File: config.mk
export PLATFORM = sky130hd
export DESIGN_NAME = uart_tx_buffered
export DESIGN_NICKNAME = d
export VERILOG_FILES = /design/src/rtl/uart_pkg.sv /design/src/rtl/sync_fifo.sv /design/src/rtl/uart_tx_buffered.sv
export SDC_FILE = /design/constraint.sdc
export NUM_CORES = 1
export LEC_CHECK = 0
export BUFFER_PORTS_ARGS = -buffer_cell sky130_fd_sc_hd__buf_2
export CAP_MARGIN = 20
export CORE_MARGIN = 10
export CORE_UTILIZATION = 50
export CTS_CLUSTER_SIZE = 16
export DETAILED_ROUTE_END_ITERATION = 16
export PLACE_DENSITY = 0.67
export SLEW_MARGIN = 10
export SYNTH_ARGS = -nofsm -noshare
export SYNTH_HDL_FRONTEND = slang
export SYNTH_HIERARCHICAL = 1
export SYNTH_SLANG_ARGS = --single-unit
File: constraint.sdc
create_clock -name clk -period 4.7 [get_ports clk]
set_input_delay 0 -clock clk [delete_from_list [all_inputs] [get_ports clk]]
set_output_delay 0 -clock clk [all_outputs]
set_load 0.02 [all_outputs]
File: src/rtl/uart_pkg.sv
// Shared UART definitions for the transmit and receive paths.
//  - uart_state_e   : frame FSM states (IDLE, START, DATA, PARITY, STOP)
//  - parity_mode_e  : parity selection as latched for one frame
//  - UART_MIN_DIV   : smallest usable clocks-per-bit value
//  - frame-bit constants and parity helper functions
package uart_pkg;

  typedef enum logic [2:0] {
    ST_IDLE   = 3'd0,
    ST_START  = 3'd1,
    ST_DATA   = 3'd2,
    ST_PARITY = 3'd3,
    ST_STOP   = 3'd4
  } uart_state_e;

  typedef enum logic [1:0] {
    PAR_NONE = 2'd0,
    PAR_EVEN = 2'd1,
    PAR_ODD  = 2'd2
  } parity_mode_e;

  localparam int unsigned UART_MIN_DIV   = 2;
  localparam int unsigned UART_DATA_BITS = 8;
  localparam int unsigned UART_MAX_STOP  = 2;

  // Encode the two parity configuration inputs into one mode value.
  function automatic parity_mode_e parity_mode(input logic en, input logic odd);
    parity_mode_e m;
    if (!en) begin
      m = PAR_NONE;
    end else if (odd) begin
      m = PAR_ODD;
    end else begin
      m = PAR_EVEN;
    end
    return m;
  endfunction

  // Parity bit that makes the total count of ones even (PAR_EVEN) or odd (PAR_ODD).
  function automatic logic parity_bit(input logic [7:0] data, input parity_mode_e mode);
    logic p;
    case (mode)
      PAR_EVEN: p = ^data;
      PAR_ODD:  p = ~^data;
      default:  p = 1'b1;
    endcase
    return p;
  endfunction

endpackage

File: src/rtl/sync_fifo.sv
// Synchronous first-word-fall-through FIFO.
//  Ports: clk, reset (sync, active high), push/din write side, pop/dout read side
//  (dout always shows the head entry while !empty), full, empty, count (entries held).
//  A push while full and a pop while empty are ignored, so the FIFO cannot overflow
//  or underflow. Pointers wrap modulo 2**AW.
module sync_fifo #(
  parameter int W  = 8,
  parameter int AW = 4
) (
  input  logic          clk,
  input  logic          reset,
  input  logic          push,
  input  logic          pop,
  input  logic [W-1:0]  din,
  output logic [W-1:0]  dout,
  output logic          full,
  output logic          empty,
  output logic [AW:0]   count
);

  logic [W-1:0]  mem_q [2**AW];
  logic [AW-1:0] wr_ptr_q;
  logic [AW-1:0] rd_ptr_q;
  logic [AW:0]   count_q;
  logic          push_s;
  logic          pop_s;

  // count never exceeds 2**AW, so its top bit alone flags full
  assign full   = count_q[AW];
  assign empty  = (count_q == {(AW+1){1'b0}});
  assign count  = count_q;
  assign dout   = mem_q[rd_ptr_q];
  assign push_s = push && !full;
  assign pop_s  = pop && !empty;

  // storage array; contents only become visible through count, so no reset
  always_ff @(posedge clk) begin
    if (push_s) begin
      mem_q[wr_ptr_q] <= din;
    end
  end

  // pointers and occupancy
  always_ff @(posedge clk) begin
    if (reset) begin
      wr_ptr_q <= {AW{1'b0}};
      rd_ptr_q <= {AW{1'b0}};
      count_q  <= {(AW+1){1'b0}};
    end else begin
      if (push_s) begin
        wr_ptr_q <= wr_ptr_q + AW'(1);
      end
      if (pop_s) begin
        rd_ptr_q <= rd_ptr_q + AW'(1);
      end
      case ({push_s, pop_s})
        2'b10:   count_q <= count_q + (AW+1)'(1);
        2'b01:   count_q <= count_q - (AW+1)'(1);
        default: count_q <= count_q;
      endcase
    end
  end

endmodule

File: src/rtl/uart_tx_buffered.sv
// Buffered UART transmitter: bytes enter a FIFO over valid/ready and leave on tx_out
// as 8N1/8E1/8O1/8N2 frames, LSB first, baud_div clocks per bit.
//  Inputs : clk, reset (sync, active high), baud_div, parity_en, parity_odd, two_stop,
//           cts_n (async, active low), in_valid, in_data
//  Outputs: in_ready (FIFO not full), tx_out (idle high), tx_busy (frame in progress),
//           tx_done (one-cycle end-of-frame pulse), fifo_count (bytes queued)
// Line outputs are registered from the current FSM state, so the line trails the
// state by one clock: a pop at edge N+1 puts the start bit on tx_out at edge N+2.
module uart_tx_buffered
  import uart_pkg::*;
#(
  parameter int FIFO_AW = 4,
  parameter int DIV_W   = 16
) (
  input  logic               clk,
  input  logic               reset,
  input  logic [DIV_W-1:0]   baud_div,
  input  logic               parity_en,
  input  logic               parity_odd,
  input  logic               two_stop,
  input  logic               cts_n,
  input  logic               in_valid,
  input  logic [7:0]         in_data,
  output logic               in_ready,
  output logic               tx_out,
  output logic               tx_busy,
  output logic               tx_done,
  output logic [FIFO_AW:0]   fifo_count
);

  localparam logic [DIV_W-1:0] MIN_DIV_C   = DIV_W'(UART_MIN_DIV);
  localparam logic [DIV_W-1:0] ONE_C       = DIV_W'(1);
  localparam logic [2:0]       LAST_DATA_C = 3'(UART_DATA_BITS - 1);

  uart_state_e      state_q, state_d;
  logic [DIV_W-1:0] cnt_q, cnt_d;
  logic [DIV_W-1:0] div_q, div_d;
  logic [2:0]       bit_q, bit_d;
  logic [7:0]       data_q, data_d;
  parity_mode_e     mode_q, mode_d;
  logic             two_stop_q, two_stop_d;
  logic             cts_meta_q, cts_sync_q;
  logic             tx_out_q, tx_busy_q, tx_done_q;

  logic             pop_s, done_s, tx_bit_s, bit_end_s;
  logic             fifo_empty_s, fifo_full_s;
  logic [7:0]       fifo_dout_s;
  logic [DIV_W-1:0] div_clamped_s;

  sync_fifo #(.W(8), .AW(FIFO_AW)) u_fifo (
    .clk   (clk),
    .reset (reset),
    .push  (in_valid),
    .pop   (pop_s),
    .din   (in_data),
    .dout  (fifo_dout_s),
    .full  (fifo_full_s),
    .empty (fifo_empty_s),
    .count (fifo_count)
  );

  assign in_ready      = !fifo_full_s;
  assign tx_out        = tx_out_q;
  assign tx_busy       = tx_busy_q;
  assign tx_done       = tx_done_q;
  assign div_clamped_s = (baud_div < MIN_DIV_C) ? MIN_DIV_C : baud_div;
  assign bit_end_s     = (cnt_q == (div_q - ONE_C));

  // next-state logic: bit timing, frame sequencing and FIFO pop
  always_comb begin
    state_d    = state_q;
    cnt_d      = cnt_q;
    div_d      = div_q;
    bit_d      = bit_q;
    data_d     = data_q;
    mode_d     = mode_q;
    two_stop_d = two_stop_q;
    pop_s      = 1'b0;
    done_s     = 1'b0;
    case (state_q)
      ST_IDLE: begin
        // frame configuration is captured here and held until the frame ends
        if (!fifo_empty_s && !cts_sync_q) begin
          pop_s      = 1'b1;
          data_d     = fifo_dout_s;
          div_d      = div_clamped_s;
          mode_d     = parity_mode(parity_en, parity_odd);
          two_stop_d = two_stop;
          cnt_d      = {DIV_W{1'b0}};
          bit_d      = 3'd0;
          state_d    = ST_START;
        end else begin
          state_d = ST_IDLE;
        end
      end
      ST_START: begin
        if (bit_end_s) begin
          cnt_d   = {DIV_W{1'b0}};
          bit_d   = 3'd0;
          state_d = ST_DATA;
        end else begin
          cnt_d = cnt_q + ONE_C;
        end
      end
      ST_DATA: begin
        if (bit_end_s) begin
          cnt_d = {DIV_W{1'b0}};
          if (bit_q == LAST_DATA_C) begin
            bit_d   = 3'd0;
            state_d = (mode_q == PAR_NONE) ? ST_STOP : ST_PARITY;
          end else begin
            bit_d = bit_q + 3'd1;
          end
        end else begin
          cnt_d = cnt_q + ONE_C;
        end
      end
      ST_PARITY: begin
        if (bit_end_s) begin
          cnt_d   = {DIV_W{1'b0}};
          bit_d   = 3'd0;
          state_d = ST_STOP;
        end else begin
          cnt_d = cnt_q + ONE_C;
        end
      end
      ST_STOP: begin
        if (bit_end_s) begin
          cnt_d = {DIV_W{1'b0}};
          if (two_stop_q && (bit_q == 3'd0)) begin
            bit_d = 3'd1;
          end else begin
            bit_d   = 3'd0;
            done_s  = 1'b1;
            state_d = ST_IDLE;
          end
        end else begin
          cnt_d = cnt_q + ONE_C;
        end
      end
      default: begin
        state_d = ST_IDLE;
      end
    endcase
  end

  // line level for the current state
  always_comb begin
    tx_bit_s = 1'b1;
    case (state_q)
      ST_START:  tx_bit_s = 1'b0;
      ST_DATA:   tx_bit_s = data_q[bit_q];
      ST_PARITY: tx_bit_s = parity_bit(data_q, mode_q);
      default:   tx_bit_s = 1'b1;
    endcase
  end

  // FSM, datapath, CTS synchronizer and registered outputs
  always_ff @(posedge clk) begin
    if (reset) begin
      state_q    <= ST_IDLE;
      cnt_q      <= {DIV_W{1'b0}};
      div_q      <= MIN_DIV_C;
      bit_q      <= 3'd0;
      data_q     <= 8'h00;
      mode_q     <= PAR_NONE;
      two_stop_q <= 1'b0;
      cts_meta_q <= 1'b1;
      cts_sync_q <= 1'b1;
      tx_out_q   <= 1'b1;
      tx_busy_q  <= 1'b0;
      tx_done_q  <= 1'b0;
    end else begin
      state_q    <= state_d;
      cnt_q      <= cnt_d;
      div_q      <= div_d;
      bit_q      <= bit_d;
      data_q     <= data_d;
      mode_q     <= mode_d;
      two_stop_q <= two_stop_d;
      cts_meta_q <= cts_n;
      cts_sync_q <= cts_meta_q;
      tx_out_q   <= tx_bit_s;
      tx_busy_q  <= (state_q != ST_IDLE);
      tx_done_q  <= done_s;
    end
  end

endmodule
==> run_results.csv, run 1 <==
group,metric,value,unit
clocking,clkSlewWorstSetupHoldPaths,0.08,ns
cells_and_area,final_nets,794,
power,ir_drop,0.2595,mV
clocking,cts.sinks,199,
min_path,hold_class,"input pin to flop",
sta,grt_setup_unrepaired,"no",
clocking,ctsResizeCount,0,
power,p_clk_frac,0.420,
drt,avgRoutedWirePerCell,18.76,µm
synth,synth_warnings,6,
sta,timing.hold.ws,0.09106,ns
global_routing,antenna_found_initial,0,
power,power_frac_seq,0.521,
synth,synth_edf_count,128,
floorplanning,die_w,153.3,µm
flow_run,drv_cap,0,
clocking,clk-insertion-delay-late,0.44,ns
drt,drt_wl_total,18480,µm
synth,seq_area_frac_synth,0.5927,
drt,vias_per_cell,5.861,
global_routing,grt_remaining_overflow,0,
run_status,status,"finished, final reports clean",
synth,netlist_instances,692,
setup_path,r2r_cells,15,
sta,period_needed,3.694,ns
global_routing,grt_max_degree,62,
cells_and_area,postLayoutCoreUtil,0.5858,
setup_path,path_max_fanout,28,
placement,place_inst,924,
drt,ant_nets,0,
synth,synth_area_per_cell,12.84,µm²
synth,synth.distinct_cells,63,
clocking,root_buffer,"clkbuf_16",
placement,dp.final_hpwl,12510,µm
synth,yosysMostFrequentCell,"edfxtp_1",
cells_and_area,num_antenna_cells,0,
power,netSwitchingPower,0.8575,mW
synth,synth_largest_type_area_fraction,0.4327,
sta,fmax,270.7,MHz
power,power.density,359.3,mW/mm²
cells_and_area,fillerInstances,1351,
synth,ys_top_cells_by_count,"edfxtp_1, nand2_1, dfxtp_1",
setup_path,endpoint,"u_fifo/count[4]$_SDFFE_PP0P_",
placement,portBuffers,39,
sta,worst_pin_slew,1.036,ns
synth,synth_area_leaders,"edfxtp_1, dfxtp_1, mux4_2, nand2_1, ha_1",
cells_and_area,drive_gt1_frac,0.1776,
sta,max-slew-margin-rel,0.3079,
synth,synth_area,0.008884,mm²
setup_path,end_kind,"flop",
setup_path,crit_required,5.07,ns
power,p_int,2.796,mW
sta,finalHoldViolations,0,
global_routing,grt_pass1_vias,5638,
sta,finalSetupViolations,0,
sta,fin_crit_sh,0.7859,
sta,final-max-slew-violation-count,0,
setup_path,r2r_slack,1.01,ns
power,switching_share,0.2347,
clocking,htreeDepth,4,
floorplanning,start_util,0.5118,
drt,dr.pass1.iters,5,
floorplanning,boundaryPins,40,
power,comb_power_share,0.059,
floorplanning,chipHeight,153.3,µm
floorplanning,die-area,0.02350,mm²
synth,synthArstFlopShare,0,
cells_and_area,syn_to_final_growth,14.45,%
setup_path,crit_type,"flop to flop",
clocking,cts_buffers,17,
cells_and_area,final_cells,985,
drt,drtIter0Drc,445,
drt,drc,0,
synth,syn_nets,739,
synth,yosys.area.top_type,"edfxtp_1",
setup_path,critPathArrivalTime,4.06,ns
clocking,tritoncts,"yes",
synth,ys_ff_latch,199,
setup_path,crit_start,"u_fifo/count[1]$_SDFFE_PP0P_",
power,leakage,3.408,nW
setup_path,r2r-end,"u_fifo/count[4]$_SDFFE_PP0P_",
sta,finClkSkew,0.01224,ns
floorplanning,std_cell_rows,48,
clocking,post-cts-setup-buffers,0,
synth,ys.flop_type,"edfxtp_1",
floorplanning,core_area,0.01736,mm²
min_path,hp-start,"in_valid",
sta,finalSetupTns,0,ns
placement,place_congestion,0.8833,
global_routing,grt_usage,0.1586,
clocking,cts_buffer_depth,2,
global_routing,grt_pass1_wl,30010,µm
setup_path,r2r-start,"u_fifo/count[1]$_SDFFE_PP0P_",
setup_path,worstSetupStartpointType,"flop",
drt,dr_total_vias,5773,
## power groups by stage
stage | Combinational (mW) | Sequential, mW | Clock (mW)
after CTS | 0.215 | 1.90 | 1.56
after global routing | 0.237 | 1.91 | 1.64
final | 0.215 | 1.90 | 1.54
after global placement | 0.186 | 1.94 | 0
after detailed placement | 0.195 | 1.94 | 0
after floorplan | 0.132 | 1.94 | 0
## what timing repair did
item,4_1_cts,5_1_grt
hold buffers,29,0
endpoints found under the setup margin,0,0
endpoints found under the hold margin,148,0
## cells by family after synthesis
family	Yosys count	synth area share
and+or+nand+nor	239	0.1321
DFF	199	0.5927
xor gates and xnor gates	33	0.03254
AOI/OAI and AO/OA	91	0.06705
adders and majority gates	16	0.02253
muxes	57	0.1235
buffers and inverters	57	0.02958
## sequential cells by signal (all words and copies together), names as in the netlist, named ones only
| signal | cells |
|---|---|
| u_fifo/mem_q | 128 |
| cnt_q | 16 |
| div_q | 16 |
| data_q | 8 |
| u_fifo/count | 5 |
| u_fifo/rd_ptr_q | 4 |
| u_fifo/wr_ptr_q | 4 |
| bit_q | 3 |
| state_q | 3 |
| mode_q | 2 |
| cts_meta_q | 1 |
| cts_sync_q | 1 |
| two_stop_q | 1 |
| tx_busy | 1 |
| tx_done | 1 |
| tx_out | 1 |
## metal layers
metal,GRT usage,part of all wire,vias to the layer above
met5,0,0,-
met4,0.05586,0.018,0
met3,0.03395,0.051,27
met2,0.2540,0.48,163
met1,0.2082,0.45,2884
li1,-,-,2699
## how the worst min path moves through the flow
stage,cells after the start,slack [ns],endpoint
after global placement,2,0.19,cts_meta_q$_SDFF_PP1_
final,4,0.09,u_fifo/wr_ptr_q[0]$_SDFFE_PP0P_
after detailed placement,2,0.20,cts_meta_q$_SDFF_PP1_
after CTS,4,0.08,u_fifo/wr_ptr_q[0]$_SDFFE_PP0P_
after floorplan,0,0.1,u_fifo/mem_q[0][0]$_DFFE_PP_
after global routing,4,0.12,u_fifo/wr_ptr_q[1]$_SDFFE_PP0P_
## critical path, cell delays in order (launching register included)
cell	delay [ns]
dfxtp_1	0.40
or4_1	0.57
nor2_1	0.12
nor2_1	0.08
nand2_1	0.06
buf_4	0.28
inv_1	0.10
o21a_1	0.18
ha_1	0.33
xor2_1	0.18
ha_1	0.23
a21bo_2	0.22
a41oi_1	0.17
a311oi_1	0.09
or4_1	0.48
a21oi_1	0.14
## cell type report
class	count	area, µm²	share of cell area
Clock inverter	15	221.5	0.02178
Sequential cell	199	5268	0.5181
Timing Repair Buffer	77	553.0	0.05439
Clock buffer	17	425.4	0.04184
Multi-Input combinational cell	436	3356	0.3301
Tap cell	225	281.5	0.02769
Inverter	16	62.56	0.006153
## per-stage QoR
stage	power [mW]	instance area, µm²	worst slack (ns)
3_5_place_dp	2.139	9230	1.048
5_1_grt	3.780	10170	0.7403
6_report	3.654	10170	1.006
4_1_cts	3.683	10170	1.019
3_3_place_gp	2.127	9230	1.205
2_1_floorplan	2.068	8884	0.8081
## cell usage in the layout (no fill, tap or decap), types with 14 or more instances in the layout
master           n
edfxtp_1       128
nand2_1         83
dfxtp_1         69
nor2_1          49
mux4_2          42
buf_2           39
a21oi_1         38
dlygate4sd3_1   29
nand3_1         25
xnor2_1         19
clkbuf_16       17
ha_1            16
inv_1           15
nor3_1          14
mux2i_1         14
xor2_1          14
Power figures use the tool's default switching activity.
==> run 2: changes to the inputs <==
==> constraint.sdc (replaced) <==
create_clock -name clk -period 3.4 [get_ports clk]
set_input_delay 0 -clock clk [delete_from_list [all_inputs] [get_ports clk]]
set_output_delay 0 -clock clk [all_outputs]
set_load 0.02 [all_outputs]
==> run 2 against run 1 <==
Effect of this change:
- power is 33% higher
- combinational power is 43% higher
- routed wire length is 0.52% higher
- final cell count is 0.51% higher
- sequential cell count stayed put
- register-to-register slack worse by 0.73 ns
- critical path type unchanged
- largest power group unchanged
==> run_results.csv, run 2 (synthesized netlist as in run 1, its figures left out) <==
group,metric,value,unit
drt,drc,0,
setup_path,path_max_fanout,8,
cells_and_area,final_nets,800,
sta,grt_setup_unrepaired,"no",
cells_and_area,final_cells,990,
global_routing,grt_pass1_wl,30250,µm
drt,drt_wl_total,18570,µm
global_routing,grt_pass1_vias,5749,
floorplanning,chipHeight,153.3,µm
cells_and_area,register_area,0.005270,mm²
cells_and_area,top_register,"u_fifo/mem_q",
global_routing,grt_remaining_overflow,0,
placement,dp.final_hpwl,12410,µm
cells_and_area,fin_area,0.01017,mm²
floorplanning,die_w,153.3,µm
sta,period_needed,3.120,ns
placement,placed_area,0.009281,mm²
cells_and_area,num_antenna_cells,0,
sta,final-max-slew-violation-count,0,
clocking,root_buffer,"clkbuf_16",
clocking,post-cts-setup-buffers,0,
cells_and_area,reg.largest.list,"u_fifo/mem_q (128), cnt_q (16), div_q (16)",
sta,fmax,320.5,MHz
drt,ant_nets,0,
sta,worst_pin_slew,0.8142,ns
cells_and_area,fillerInstances,1354,
clocking,cts.sinks,199,
floorplanning,std_cell_rows,48,
setup_path,end_kind,"flop",
sta,finalHoldViolations,0,
clocking,cts_buffers,17,
drt,vias_per_cell,5.812,
cells_and_area,postLayoutCoreUtil,0.5860,
cells_and_area,layout_common_cells,"edfxtp_1, nand2_1, dfxtp_1",
placement,place_congestion,0.8512,
run_status,status,"finished, final reports clean",
min_path,hold_class,"input pin to flop",
drt,dr_total_vias,5754,
drt,avgRoutedWirePerCell,18.76,µm
sta,finClkSkew,0.01066,ns
power,leakage,3.403,nW
clocking,cts_buffer_depth,2,
cells_and_area,drive_gt1_frac,0.1895,
setup_path,critPathArrivalTime,3.49,ns
cells_and_area,mostFrequentLayoutCell,"edfxtp_1",
drt,drtIter0Drc,502,
floorplanning,die-area,0.02350,mm²
global_routing,grt_max_degree,62,
flow_run,drv_cap,0,
floorplanning,core_area,0.01736,mm²
sta,fin_crit_sh,0.9178,
drt,dr.pass1.iters,5,
global_routing,grt_usage,0.1588,
cells_and_area,largest_reg_flops,128,
power,power.density,479.2,mW/mm²
floorplanning,boundaryPins,40,
placement,portBuffers,39,
setup_path,worstSetupStartpointType,"flop",
setup_path,crit_required,3.77,ns
sta,max-slew-margin-rel,0.4552,
setup_path,crit_type,"flop to flop",
clocking,clkSlewWorstSetupHoldPaths,0.07,ns
placement,place_inst,928,
cells_and_area,multi_input_area,0.003374,mm²
clocking,htreeDepth,4,
cells_and_area,syn_to_final_growth,14.49,%
sta,timing.hold.ws,0.08773,ns
sta,finalSetupViolations,0,
global_routing,antenna_found_initial,0,
power,ir_drop,0.3594,mV
clocking,clk-insertion-delay-late,0.43,ns
clocking,tritoncts,"yes",
floorplanning,start_util,0.5118,
sta,finalSetupTns,0,ns
## run 2: cell types whose count changed in the layout (fill, tap and decap cells not counted), moves of 2 or more
cell	before	now
clkinv_8	6	1
inv_8	1	6
buf_4	9	13
bufinv_16	2	0
ha_1	16	14
ha_2	0	2
## run 2: through the flow
step,power (mW),setup slack (ns)
floorplan,2.867,0.006682
global placement,2.948,0.4526
detailed placement,2.963,0.3130
CTS,4.908,0.2833
global route,5.061,0.1438
finish,4.874,0.2796
## run 2: worst max-delay path: stages, from the launching register on
cell and delay (ns):
dfxtp_1 0.36, or4_4 0.55, nor2_1 0.13, nor2_1 0.08
nand2_2 0.08, inv_2 0.04, o21a_4 0.13, ha_2 0.24
ha_1 0.37, a21bo_2 0.22, a41oi_1 0.22, a311oi_1 0.11
or4_1 0.42, a21oi_1 0.12
## run 2: layer usage
metal | global-route usage | wire length [µm]
met3 | 0.03199 | 975
met2 | 0.2548 | 8989
met1 | 0.2105 | 8289
met4 | 0.05313 | 318
met5 | 0 | 0
## run 2: path summary, 6_finish.rpt
kind / from / slack [ns] / depth (start not counted) / end
setup reg to reg: u_fifo/count[0]$_SDFFE_PP0P_ / 0.28 / 13 / u_fifo/count[4]$_SDFFE_PP0P_
hold reg to reg: cts_meta_q$_SDFF_PP1_ / 0.42 / 1 / cts_sync_q$_SDFF_PP1_
setup / recovery: u_fifo/count[0]$_SDFFE_PP0P_ / 0.28 / 13 / u_fifo/count[4]$_SDFFE_PP0P_
hold / removal: in_valid / 0.09 / 4 / u_fifo/wr_ptr_q[1]$_SDFFE_PP0P_
## run 2: final cells by class
cell class,count,area share
timing repair buffer,83,0.06028
tap,225,0.02768
multi-input combinational,436,0.3318
sequential,199,0.5181
clock inverter,14,0.01415
clock buffer,17,0.04183
inverter,16,0.006151
## run 2: repair_timing
action	in CTS	in global routing
gates resized for setup	0	0
endpoints found under the hold margin	148	3
hold buffers	29	1
## run 2: power by group
| group | internal (mW) | leakage, nW | switching, mW | total, mW |
|---|---|---|---|---|
| registers | 2.60 | 1.73 | 0.0302 | 2.63 |
| clock network | 0.981 | 0.280 | 0.955 | 1.94 |
| logic | 0.137 | 1.39 | 0.171 | 0.308 |
| total | 3.72 | 3.40 | 1.16 | 4.87 |
